**config.mk**
```make
export PLATFORM = sky130hd
export DESIGN_NAME = b_block_remap_engine_flat
export DESIGN_NICKNAME = d
export VERILOG_FILES = /design/src/rtl/b_block_remap_engine_if.sv /design/src/rtl/b_block_remap_engine.sv /design/src/flat_wrapper.sv
export SDC_FILE = /design/constraint.sdc
export NUM_CORES = 1
export LEC_CHECK = 0
export ABC_AREA = 0
export CORE_ASPECT_RATIO = 0.7
export CORE_UTILIZATION = 60
export CTS_BUF_LIST = sky130_fd_sc_hd__clkbuf_4 sky130_fd_sc_hd__clkbuf_8 sky130_fd_sc_hd__clkbuf_16
export CTS_CLUSTER_DIAMETER = 60
export DETAILED_ROUTE_END_ITERATION = 8
export HOLD_SLACK_MARGIN = 0.12
export PLACE_DENSITY = 0.93
export SLEW_MARGIN = 20
export SYNTH_ARGS = -nofsm -noshare
export SYNTH_HDL_FRONTEND = slang
export SYNTH_SLANG_ARGS = --single-unit
```
**constraint.sdc**
```tcl
create_clock -name clk_i -period 14.28 [get_ports clk_i]
set_input_delay 2.142 -clock clk_i [delete_from_list [all_inputs] [get_ports clk_i]]
set_output_delay 2.142 -clock clk_i [all_outputs]
set_load 0.05 [all_outputs]
```
**src/rtl/b_block_remap_engine_if.sv**
```systemverilog
// SRAM-side bus of the B-operand block remap engine: source read port and
// destination write port. The engine is the master; the memories are the slave.
interface b_block_remap_engine_if #(
   parameter int DataWidth = 8,
   parameter int AddrWidth = 12
);
   logic [AddrWidth-1:0] src_addr_o;
   logic [DataWidth-1:0] src_rdata_i;
   logic [AddrWidth-1:0] dst_addr_o;
   logic [DataWidth-1:0] dst_wdata_o;
   logic                 dst_we_o;

   modport master (
      output src_addr_o,
      input  src_rdata_i,
      output dst_addr_o,
      output dst_wdata_o,
      output dst_we_o
   );

   modport slave (
      input  src_addr_o,
      output src_rdata_i,
      input  dst_addr_o,
      input  dst_wdata_o,
      input  dst_we_o
   );
endinterface

```
**src/rtl/b_block_remap_engine.sv**
```systemverilog
// Copies a row-major K x N int8 matrix into 4x4-block order for the GeMM B path.
// Define REMAP_INTRA_COL_MAJOR_EN to store each 4x4 tile column-major (transposed).
module b_block_remap_engine #(
   parameter int DataWidth     = 8,
   parameter int DataDepth     = 4096,
   parameter int AddrWidth     = (DataDepth <= 1) ? 1 : $clog2(DataDepth),
   parameter int SizeAddrWidth = 8
) (
   input  logic                     clk_i,
   input  logic                     rst_ni,
   input  logic                     start_i,
   input  logic [SizeAddrWidth-1:0] K_i,
   input  logic [SizeAddrWidth-1:0] N_i,
   b_block_remap_engine_if.master   bus,
   output logic                     busy_o,
   output logic                     done_o,
   output logic                     err_o
);
   typedef enum logic [1:0] {IDLE, RUN, DRAIN, DONE} state_e;

   localparam logic [SizeAddrWidth-1:0] SOne   = SizeAddrWidth'(1);
   localparam logic [31:0]              DepthW = 32'(DataDepth);

   state_e state_q, state_d;
   logic [SizeAddrWidth-1:0] k_q, k_d, n_q, n_d, kb_q, kb_d, nb_q, nb_d;
   logic [1:0]               fast_q, fast_d, slow_q, slow_d;
   logic                     first_q, first_d, err_q, err_d;
   logic [AddrWidth-1:0]     dst_addr_q, dst_addr_d;

   logic [31:0]          prod;
   logic                 legal, last_elem;
   logic                 fast_wrap, slow_wrap, nb_wrap, kb_wrap;
   logic [1:0]           r, c;
   logic [AddrWidth-1:0] kb_a, nb_a, n_a, r_a, c_a, blk_a, src_addr_c, dst_addr_c;

   assign prod  = 32'(K_i) * 32'(N_i);
   assign legal = (K_i != '0) && (N_i != '0) && (K_i[1:0] == 2'b00) &&
                  (N_i[1:0] == 2'b00) && (prod <= DepthW);

   // The inner counter walks columns (row-major tile) or rows (column-major tile);
   // either way the destination offset is slow*4+fast, so writes stay sequential.
`ifdef REMAP_INTRA_COL_MAJOR_EN
   assign r = fast_q;
   assign c = slow_q;
`else
   assign r = slow_q;
   assign c = fast_q;
`endif

   assign fast_wrap = (fast_q == 2'd3);
   assign slow_wrap = (slow_q == 2'd3);
   assign nb_wrap   = (nb_q == (n_q >> 2) - SOne);
   assign kb_wrap   = (kb_q == (k_q >> 2) - SOne);
   assign last_elem = fast_wrap && slow_wrap && nb_wrap && kb_wrap;

   assign kb_a  = AddrWidth'(kb_q);
   assign nb_a  = AddrWidth'(nb_q);
   assign n_a   = AddrWidth'(n_q);
   assign r_a   = AddrWidth'(r);
   assign c_a   = AddrWidth'(c);
   assign blk_a = kb_a * (n_a >> 2) + nb_a;

   assign src_addr_c = ((kb_a << 2) + r_a) * n_a + (nb_a << 2) + c_a;
   assign dst_addr_c = (blk_a << 4) + (AddrWidth'(slow_q) << 2) + AddrWidth'(fast_q);

   always_ff @(posedge clk_i or negedge rst_ni) begin
      if (!rst_ni) state_q <= IDLE;
      else         state_q <= state_d;
   end

   always_comb begin
      state_d = state_q;
      case (state_q)
         IDLE:    if (start_i && legal) state_d = RUN;
         RUN:     if (last_elem) state_d = DRAIN;
         DRAIN:   state_d = DONE;
         DONE:    state_d = IDLE;
         default: state_d = IDLE;
      endcase
   end

   always_comb begin
      busy_o          = (state_q == RUN) || (state_q == DRAIN);
      done_o          = (state_q == DONE);
      err_o           = err_q;
      bus.dst_we_o    = ((state_q == RUN) && !first_q) || (state_q == DRAIN);
      bus.src_addr_o  = (state_q == RUN) ? src_addr_c : '0;
      bus.dst_addr_o  = dst_addr_q;
      bus.dst_wdata_o = bus.src_rdata_i;
   end

   always_comb begin
      k_d        = k_q;
      n_d        = n_q;
      kb_d       = kb_q;
      nb_d       = nb_q;
      fast_d     = fast_q;
      slow_d     = slow_q;
      first_d    = first_q;
      dst_addr_d = dst_addr_q;
      err_d      = 1'b0;
      case (state_q)
         IDLE: if (start_i) begin
            if (legal) begin
               k_d     = K_i;
               n_d     = N_i;
               kb_d    = '0;
               nb_d    = '0;
               fast_d  = '0;
               slow_d  = '0;
               first_d = 1'b1;
            end else begin
               err_d = 1'b1;
            end
         end
         RUN: begin
            first_d    = 1'b0;
            dst_addr_d = dst_addr_c;
            fast_d     = fast_q + 2'd1;
            if (fast_wrap) begin
               slow_d = slow_q + 2'd1;
               if (slow_wrap) begin
                  if (nb_wrap) begin
                     nb_d = '0;
                     kb_d = kb_wrap ? '0 : kb_q + SOne;
                  end else begin
                     nb_d = nb_q + SOne;
                  end
               end
            end
         end
         default: ;
      endcase
   end

   always_ff @(posedge clk_i or negedge rst_ni) begin
      if (!rst_ni) begin
         k_q        <= '0;
         n_q        <= '0;
         kb_q       <= '0;
         nb_q       <= '0;
         fast_q     <= '0;
         slow_q     <= '0;
         first_q    <= 1'b0;
         err_q      <= 1'b0;
         dst_addr_q <= '0;
      end else begin
         k_q        <= k_d;
         n_q        <= n_d;
         kb_q       <= kb_d;
         nb_q       <= nb_d;
         fast_q     <= fast_d;
         slow_q     <= slow_d;
         first_q    <= first_d;
         err_q      <= err_d;
         dst_addr_q <= dst_addr_d;
      end
   end
endmodule

```
**src/flat_wrapper.sv**
```systemverilog
// flat-port wrapper written by rule: the top's interface ports become plain ports
module b_block_remap_engine_flat 
#(
   parameter int DataWidth     = 8,
   parameter int DataDepth     = 4096,
   parameter int AddrWidth     = (DataDepth <= 1) ? 1 : $clog2(DataDepth),
   parameter int SizeAddrWidth = 8
)
  (clk_i, rst_ni, start_i, K_i, N_i, busy_o, done_o, err_o, bus_src_addr_o, bus_src_rdata_i, bus_dst_addr_o, bus_dst_wdata_o, bus_dst_we_o);
  b_block_remap_engine_if #(.DataWidth(DataWidth), .AddrWidth(AddrWidth)) bus_i ();
  input  logic clk_i;
  input  logic rst_ni;
  input  logic start_i;
  input  logic [SizeAddrWidth-1:0] K_i;
  input  logic [SizeAddrWidth-1:0] N_i;
  output logic busy_o;
  output logic done_o;
  output logic err_o;
  output wire logic [$bits(bus_i.src_addr_o)-1:0] bus_src_addr_o;
  input wire logic [$bits(bus_i.src_rdata_i)-1:0] bus_src_rdata_i;
  output wire logic [$bits(bus_i.dst_addr_o)-1:0] bus_dst_addr_o;
  output wire logic [$bits(bus_i.dst_wdata_o)-1:0] bus_dst_wdata_o;
  output wire logic [$bits(bus_i.dst_we_o)-1:0] bus_dst_we_o;
  assign bus_src_addr_o = bus_i.src_addr_o;
  assign bus_i.src_rdata_i = bus_src_rdata_i;
  assign bus_dst_addr_o = bus_i.dst_addr_o;
  assign bus_dst_wdata_o = bus_i.dst_wdata_o;
  assign bus_dst_we_o = bus_i.dst_we_o;
  b_block_remap_engine #(.DataWidth(DataWidth), .DataDepth(DataDepth), .AddrWidth(AddrWidth), .SizeAddrWidth(SizeAddrWidth)) u_core (.clk_i(clk_i), .rst_ni(rst_ni), .start_i(start_i), .K_i(K_i), .N_i(N_i), .bus(bus_i), .busy_o(busy_o), .done_o(done_o), .err_o(err_o));
endmodule
```
==> summary.md <==
| Metric | Value |
|---|---|
| Status | `completed` |
| First-pass GRT wire length | `31100 um` |
| Maximum clock rate | `120 MHz` |
| Static leakage | `4.03 nW` |
| Top FF cell, synth | `dfrtp_1` |
| Seq cells post-synth | `50` |
| Antenna violations before repair | `1` |
| Post-CTS sizing | `0` |
| Core ar. | `12000 um^2` |
| Sequential cell area | `1250 um^2` |
| Clk buf depth | `2` |
| Synth area leader | `fa_1` |
| Minimum clock period | `8.36 ns` |
| Footprint of the multi-input gates | `5530 um^2` |
| Chip height | `96.1 um` |
| Largest net degree at the start of global routing | `51` |
| Most common cell after layout, fill and taps aside | `inv_1` |
| Final Hold Fails | `0` |
| Initial cell density of the core | `63.2%` |
| Placed Area | `8030 um^2` |
| Clock sinks | `50` |
| Worst Skew | `0.0110 ns` |
| Combinational power share | `69.6%` |
| DP Wirelength | `14100 um` |
| # port buffers | `46` |
| Max Fanout on Critical Path | `23` |
| Syn avg cell area | `8.72 um^2` |
| Sequential power share | `19.7%` |
| Peak VDD IR | `0.000221 V` |
| Max Slew Vio Count | `0` |
| Async set or reset register ratio after synthesis | `100%` |
| CTS Buf Count | `5` |
| Hold/Removal Path Class | `flip-flop to flip-flop` |
| Vias in the first global route | `6430` |
| # diodes | `0` |
| CTS tree | `built` |
| Post-CTS setup buffer count | `0` |
| Fill cells | `879` |
| Syn nets | `1070` |
| DRC violations left | `0` |
| Simple logic cell fraction of the synthesized area | `16.1%` |
| Unrepaired setup endpoints after global routing | `no` |
| Clock Power Share | `10.8%` |
| DRT iter0 DRCs | `639` |
| Critical Path RT | `14.48 ns` |
| Synthesis Warnings | `0` |
| Worst-margin pin slew | `0.731 ns` |
| Critical Path End Type | `flip-flop` |
| Root Buffer Master | `clkbuf_16` |
| Hold WS | `0.517 ns` |
| Critical path type | `primary input to flip-flop` |
| Largest family of logic cells by synthesized area | `adder cells` |
| Pwr/cell area | `162 nW/um^2` |
| Synth Instances | `871` |
| GPL Wtd Cong | `0.892` |
| Sequential area share after synthesis | `16.5%` |
| Int Pwr | `0.624 mW` |
| Worst-Skew Late Latency | `0.31 ns` |
| Total track usage | `31.0%` |
| Compound-Gate Fraction of Synth Area | `11.5%` |
| Post-synth EDFFs | `0` |
| Congestion Overflow GR | `0` |
| Die width | `136 um` |
| Final setup fails | `0` |
| Clock transition at path regs | `0.07 ns` |
| Top Ports | `63` |
| Most frequent cells in the layout | `inv_1 (153), nand2_1 (99), fa_1 (90), ha_1 (82), and2_1 (60)` |
| Final wirelength | `18600 um` |
| H-tree depth | `2` |
| Cell Area, Synth | `7590 um^2` |
| Total number of vias | `6172` |
| DR pass1 iterations | `5` |
| Max Cap Viol | `0` |
| CTS hold repair buffers | `0` |
| Worst setup SP type | `primary input` |
| Nets | `1073` |
| Synth top area cells | `fa_1 (24%), dfrtp_1 (16%), ha_1 (14%), inv_1 (7.6%), and2_1 (4.9%)` |
| Share of the synthesized area in the top cell type | `23.7%` |
| Layout area overhead | `8.01%` |
| Worst path arrival time | `8.56 ns` |
| Synth Area in Adders | `37.3%` |
| Die area | `13100 um^2` |
| XOR/XNOR Fraction of Synth Area | `5.19%` |
| Share of layout cells above drive strength 1 | `4.57%` |
| Fin crit share | `58.6%` |
| Cell area after layout | `8200 um^2` |
| Number of nets with antenna violations after routing | `0` |
| Sw Pwr | `0.707 mW` |
| Sw Share | `53.1%` |
| Count of cell types in the netlist | `60` |
| Max transition margin | `50.8%` |
| Via-per-instance ratio | `5.98` |
| Post-route setup TNS | `0 ns` |
| Multiplexer share of the synthesized area | `2.80%` |
| Site Rows | `33` |
| Routed WL per cell | `18.1 um` |
## stage by stage
stage	utilization, %	total power, mW	instances	setup slack [ns]
6_report	68.2	1.33	1032	5.92
5_1_grt	68.2	1.44	1032	5.65
4_1_cts	68.2	1.32	1032	5.98
3_5_place_dp	66.8	1.17	1024	5.67
3_3_place_gp	66.8	1.12	1024	5.90
2_1_floorplan	-	0.928	871	6.66
## synth_stat cells, drive strengths merged (4+ instances only)
master / count
inv: 153
nand2: 99
fa: 90
ha: 82
and2: 60
dfrtp: 50
o21ai: 46
clkbuf: 40
xnor2: 35
nor2: 31
a21oi: 23
mux2: 18
nand3: 17
buf: 13
o31ai: 11
xor2: 10
o21bai: 9
a21o: 8
nor3: 7
and3: 6
nand4: 5
nor2b: 5
a31o: 4
nand2b: 4
## sequential cells by signal, summed over array words and instances (netlist names)
signal / cells
u_core.r: 2
u_core.nb_q: 8
u_core.bus.dst_addr_o: 12
u_core.n_q: 8
u_core.state_q: 2
u_core.k_q: 6
u_core.kb_q: 8
u_core.first_q: 1
u_core.err_o: 1
u_core.c: 2
## power by group through the flow
stage / sequential (mW) / combinational (mW) / clock, mW
floorplan: 0.268 / 0.660 / 0
global placement: 0.254 / 0.867 / 0
detailed placement: 0.259 / 0.910 / 0
CTS: 0.258 / 0.921 / 0.143
global route: 0.267 / 1.03 / 0.149
finish: 0.262 / 0.926 / 0.143
## cells by family (layout without fill, tap and decap cells)
group | count (synthesis) | in the layout
xor gates and xnor gates | 45 | 45
AOI/OAI and AO/OA | 131 | 131
and+or+nand+nor | 248 | 248
buffers and inverters | 206 | 210
DFF | 50 | 50
adders and majority gates | 172 | 172
muxes | 19 | 19
## path summary, 6_finish.rpt
path / start / to / slack [ns] / cells after the start
setup / recovery: N_i[7] / u_core.kb_q[7] / 5.92 / 17
hold / removal: u_core.bus.dst_addr_o[9] / u_core.bus.dst_addr_o[9] / 0.52 / 1
setup reg to reg: u_core.kb_q[1] / u_core.bus.dst_addr_o[11] / 9.64 / 16
hold reg to reg: u_core.bus.dst_addr_o[9] / u_core.bus.dst_addr_o[9] / 0.52 / 1
max in group asynchronous: rst_ni / u_core.kb_q[3] / 11.88 / 2
min in group asynchronous: rst_ni / u_core.bus.dst_addr_o[7] / 1.94 / 2
## metal layers
metal	vias up	wire length, um	global-route usage, %
met5	-	0	0
met4	0	357	10.7
met3	46	2120	8.74
met2	350	8600	49.7
met1	2995	7570	40.5
li1	2781	-	-
## cell type report
| cell class | count | area share, % |
|---|---|---|
| timing repair buffer | 49 | 5.83 |
| clock inverter | 3 | 0.534 |
| clock buffer | 5 | 1.53 |
| multi-input combinational | 615 | 67.5 |
| inverter | 153 | 7.00 |
| tap | 157 | 2.40 |
| sequential | 50 | 15.3 |
## critical path, cell delays in order
cell and delay (ns):
clkdlybuf4s50_1 0.72, nand2_1 0.14, fa_1 0.54, fa_1 0.52
fa_1 0.51, fa_1 0.55, inv_1 0.04, ha_1 0.38
a21o_1 0.25, a31o_1 0.22, or3_1 0.36, a2111oi_2 0.35
o211ai_1 0.19, a2111oi_4 0.47, and3_2 0.58, o21ai_1 0.27
o31ai_1 0.31
(Power assumes the default switching activity.)
==> edit, RTL diff (same settings) <==
Take the reset off `k_q`, `n_q`, `kb_q`, `nb_q` and `dst_addr_q` and load them in a clocked block of their own.
--- a/src/rtl/b_block_remap_engine.sv
+++ b/src/rtl/b_block_remap_engine.sv
@@ -135,26 +135,24 @@
 
    always_ff @(posedge clk_i or negedge rst_ni) begin
       if (!rst_ni) begin
-         k_q        <= '0;
-         n_q        <= '0;
-         kb_q       <= '0;
-         nb_q       <= '0;
          fast_q     <= '0;
          slow_q     <= '0;
          first_q    <= 1'b0;
          err_q      <= 1'b0;
-         dst_addr_q <= '0;
       end else begin
-         k_q        <= k_d;
-         n_q        <= n_d;
-         kb_q       <= kb_d;
-         nb_q       <= nb_d;
          fast_q     <= fast_d;
          slow_q     <= slow_d;
          first_q    <= first_d;
          err_q      <= err_d;
-         dst_addr_q <= dst_addr_d;
       end
+   end
+
+   always_ff @(posedge clk_i) begin
+      k_q        <= k_d;
+      n_q        <= n_d;
+      kb_q       <= kb_d;
+      nb_q       <= nb_d;
+      dst_addr_q <= dst_addr_d;
    end
 endmodule
 
Formal check against the unedited RTL: differs if rst_ni is asserted again (counterexample within 4 cycles, from zero or initial values and one cycle with rst_ni low); with rst_ni held inactive, the same outputs for 10 cycles.
==> edit against the unedited design <==
  * Sequential cell count did not move
  * Synthesized area fell by 4.1%
  * Largest cell class unchanged
  * Wire length fell by 14%
  * Setup slack improved by 0.24 ns
  * Register-to-register slack improved by 0.26 ns
  * Final area fell by 3.4%
  * Critical path type unchanged
Power is left out: the tool's default activity adds up to more than one toggle a clock period on the data nets, which glitch-free logic cannot reach.
==> edit: results (changes against the unedited design) <==
status complete, no violations; Iter 0 DRT Violations 460 (-28%); mux contribution to synthesized area 0.155% (-2.6 points); crit-path max cell delay 0.77 ns (+0.05 ns); Final Cycle Share 56.9% (-1.7 points); RR Startpoint u_core.kb_q[2]$_SDFFCE_PP0P_; Vias 5458 (-12%); R2R Setup Slk 9.90 ns (+0.26 ns); GR Util met2 45.7% (-4.0 points); # fillers 845 (-3.9%); Seq/Total Area, Yosys 20.1% (+3.6 points); Detailed Routing Iterations Pass 1 7 (+2); GPL Wtd Cong 0.932 (+4.5%); pre-CTS setup slack 5.82 ns (+0.158 ns); arrival time at the worst endpoint 8.06 ns (-0.50 ns); Max-slew headroom 49.1% (-1.7 points); first-pass GRT wire length 27300 um (-12%); HPWL Detailed 12600 um (-10%); Syn Nets 980 (-8.4%); vias in the first global route 5643 (-12%); Min-Delay Startpoint u_core.c[1]$_DFFE_PN0P_; Ys Warns 0 (unchanged); xor and xnor area share after synthesis 7.22% (+2.0 points); final antenna-violating net count 0 (unchanged); crit path launch N_i[5]; Placed Instance Area 7770 um^2 (-3.2%); top cells by count, synth inv_1, nand2_1, fa_1, ha_1, and2_1; met2 WL 7380 um (-14%); Async S/R FF share, synth 16.0% (-84 points); Post-synth EDFFs 42 (+42); met3 usage 6.42% (-2.3 points); Area contributors post-synth fa_1, edfxtp_1, ha_1; Synth Area in Compound Gates 8.01% (-3.5 points); area share of fa/ha/maj cells after synthesis 38.8% (+1.6 points); CP Max Fanout 15 (-35%); count of different cell masters after synthesis 54 (-10%); antenna violations before repair 0 (-1); M1 wire length 6880 um (-9.0%); metal3 WL 1530 um (-28%); wire per inst 16.9 um (-6.6%); layout cells sized above 1 2.01% (-2.6 points); WHS Path Cells 0 (-1); Total GRT Usage 28.3% (-2.7 points); M1 GR Usage 37.8% (-2.6 points); clock skew 0.00872 ns (-0.00230 ns); FF-to-FF End u_core.bus.dst_addr_o[11]$_DFFE_PP_; hold endpoint u_core.bus.dst_addr_o[1]$_DFFE_PP_; nets@finish 996 (-7.2%); cell depth of the worst flop-to-flop path 15 (-1); CP Capture Point u_core.kb_q[1]$_SDFFCE_PP0P_; largest net degree at the start of global routing 38 (-25%); Most used DFF post-synth edfxtp_1
[edit: changes by cell type in the layout (fill, tap and decap cells not counted), sizes merged, moves of 5 or more]
cell	delta
xnor2	+8
nand3	-5
and2	+8
o31ai	-10
xor2	+7
nand2	-6
inv	-7
edfxtp	+42
o21ai	-37
mux2	-17
dfrtp	-42
[edit: per-stage QoR]
| step | hold WS, ns | util [%] | cells |
|---|---|---|---|
| detailed placement | 0.521 | 66.0 | 947 |
| finish | 0.536 | 67.3 | 955 |
| global placement | 0.502 | 66.0 | 947 |
| global route | 0.563 | 67.3 | 955 |
| CTS | 0.535 | 67.3 | 955 |
| floorplan | 0.449 | - | 781 |
[edit: final cells by class]
class | instances | area share (%)
clock inverters | 3 | 0.363
repair buffers | 47 | 5.91
inverters | 146 | 6.92
well taps | 157 | 2.48
multi-input cells | 547 | 64.3
flip-flops and latches | 50 | 18.4
clock buffers | 5 | 1.58
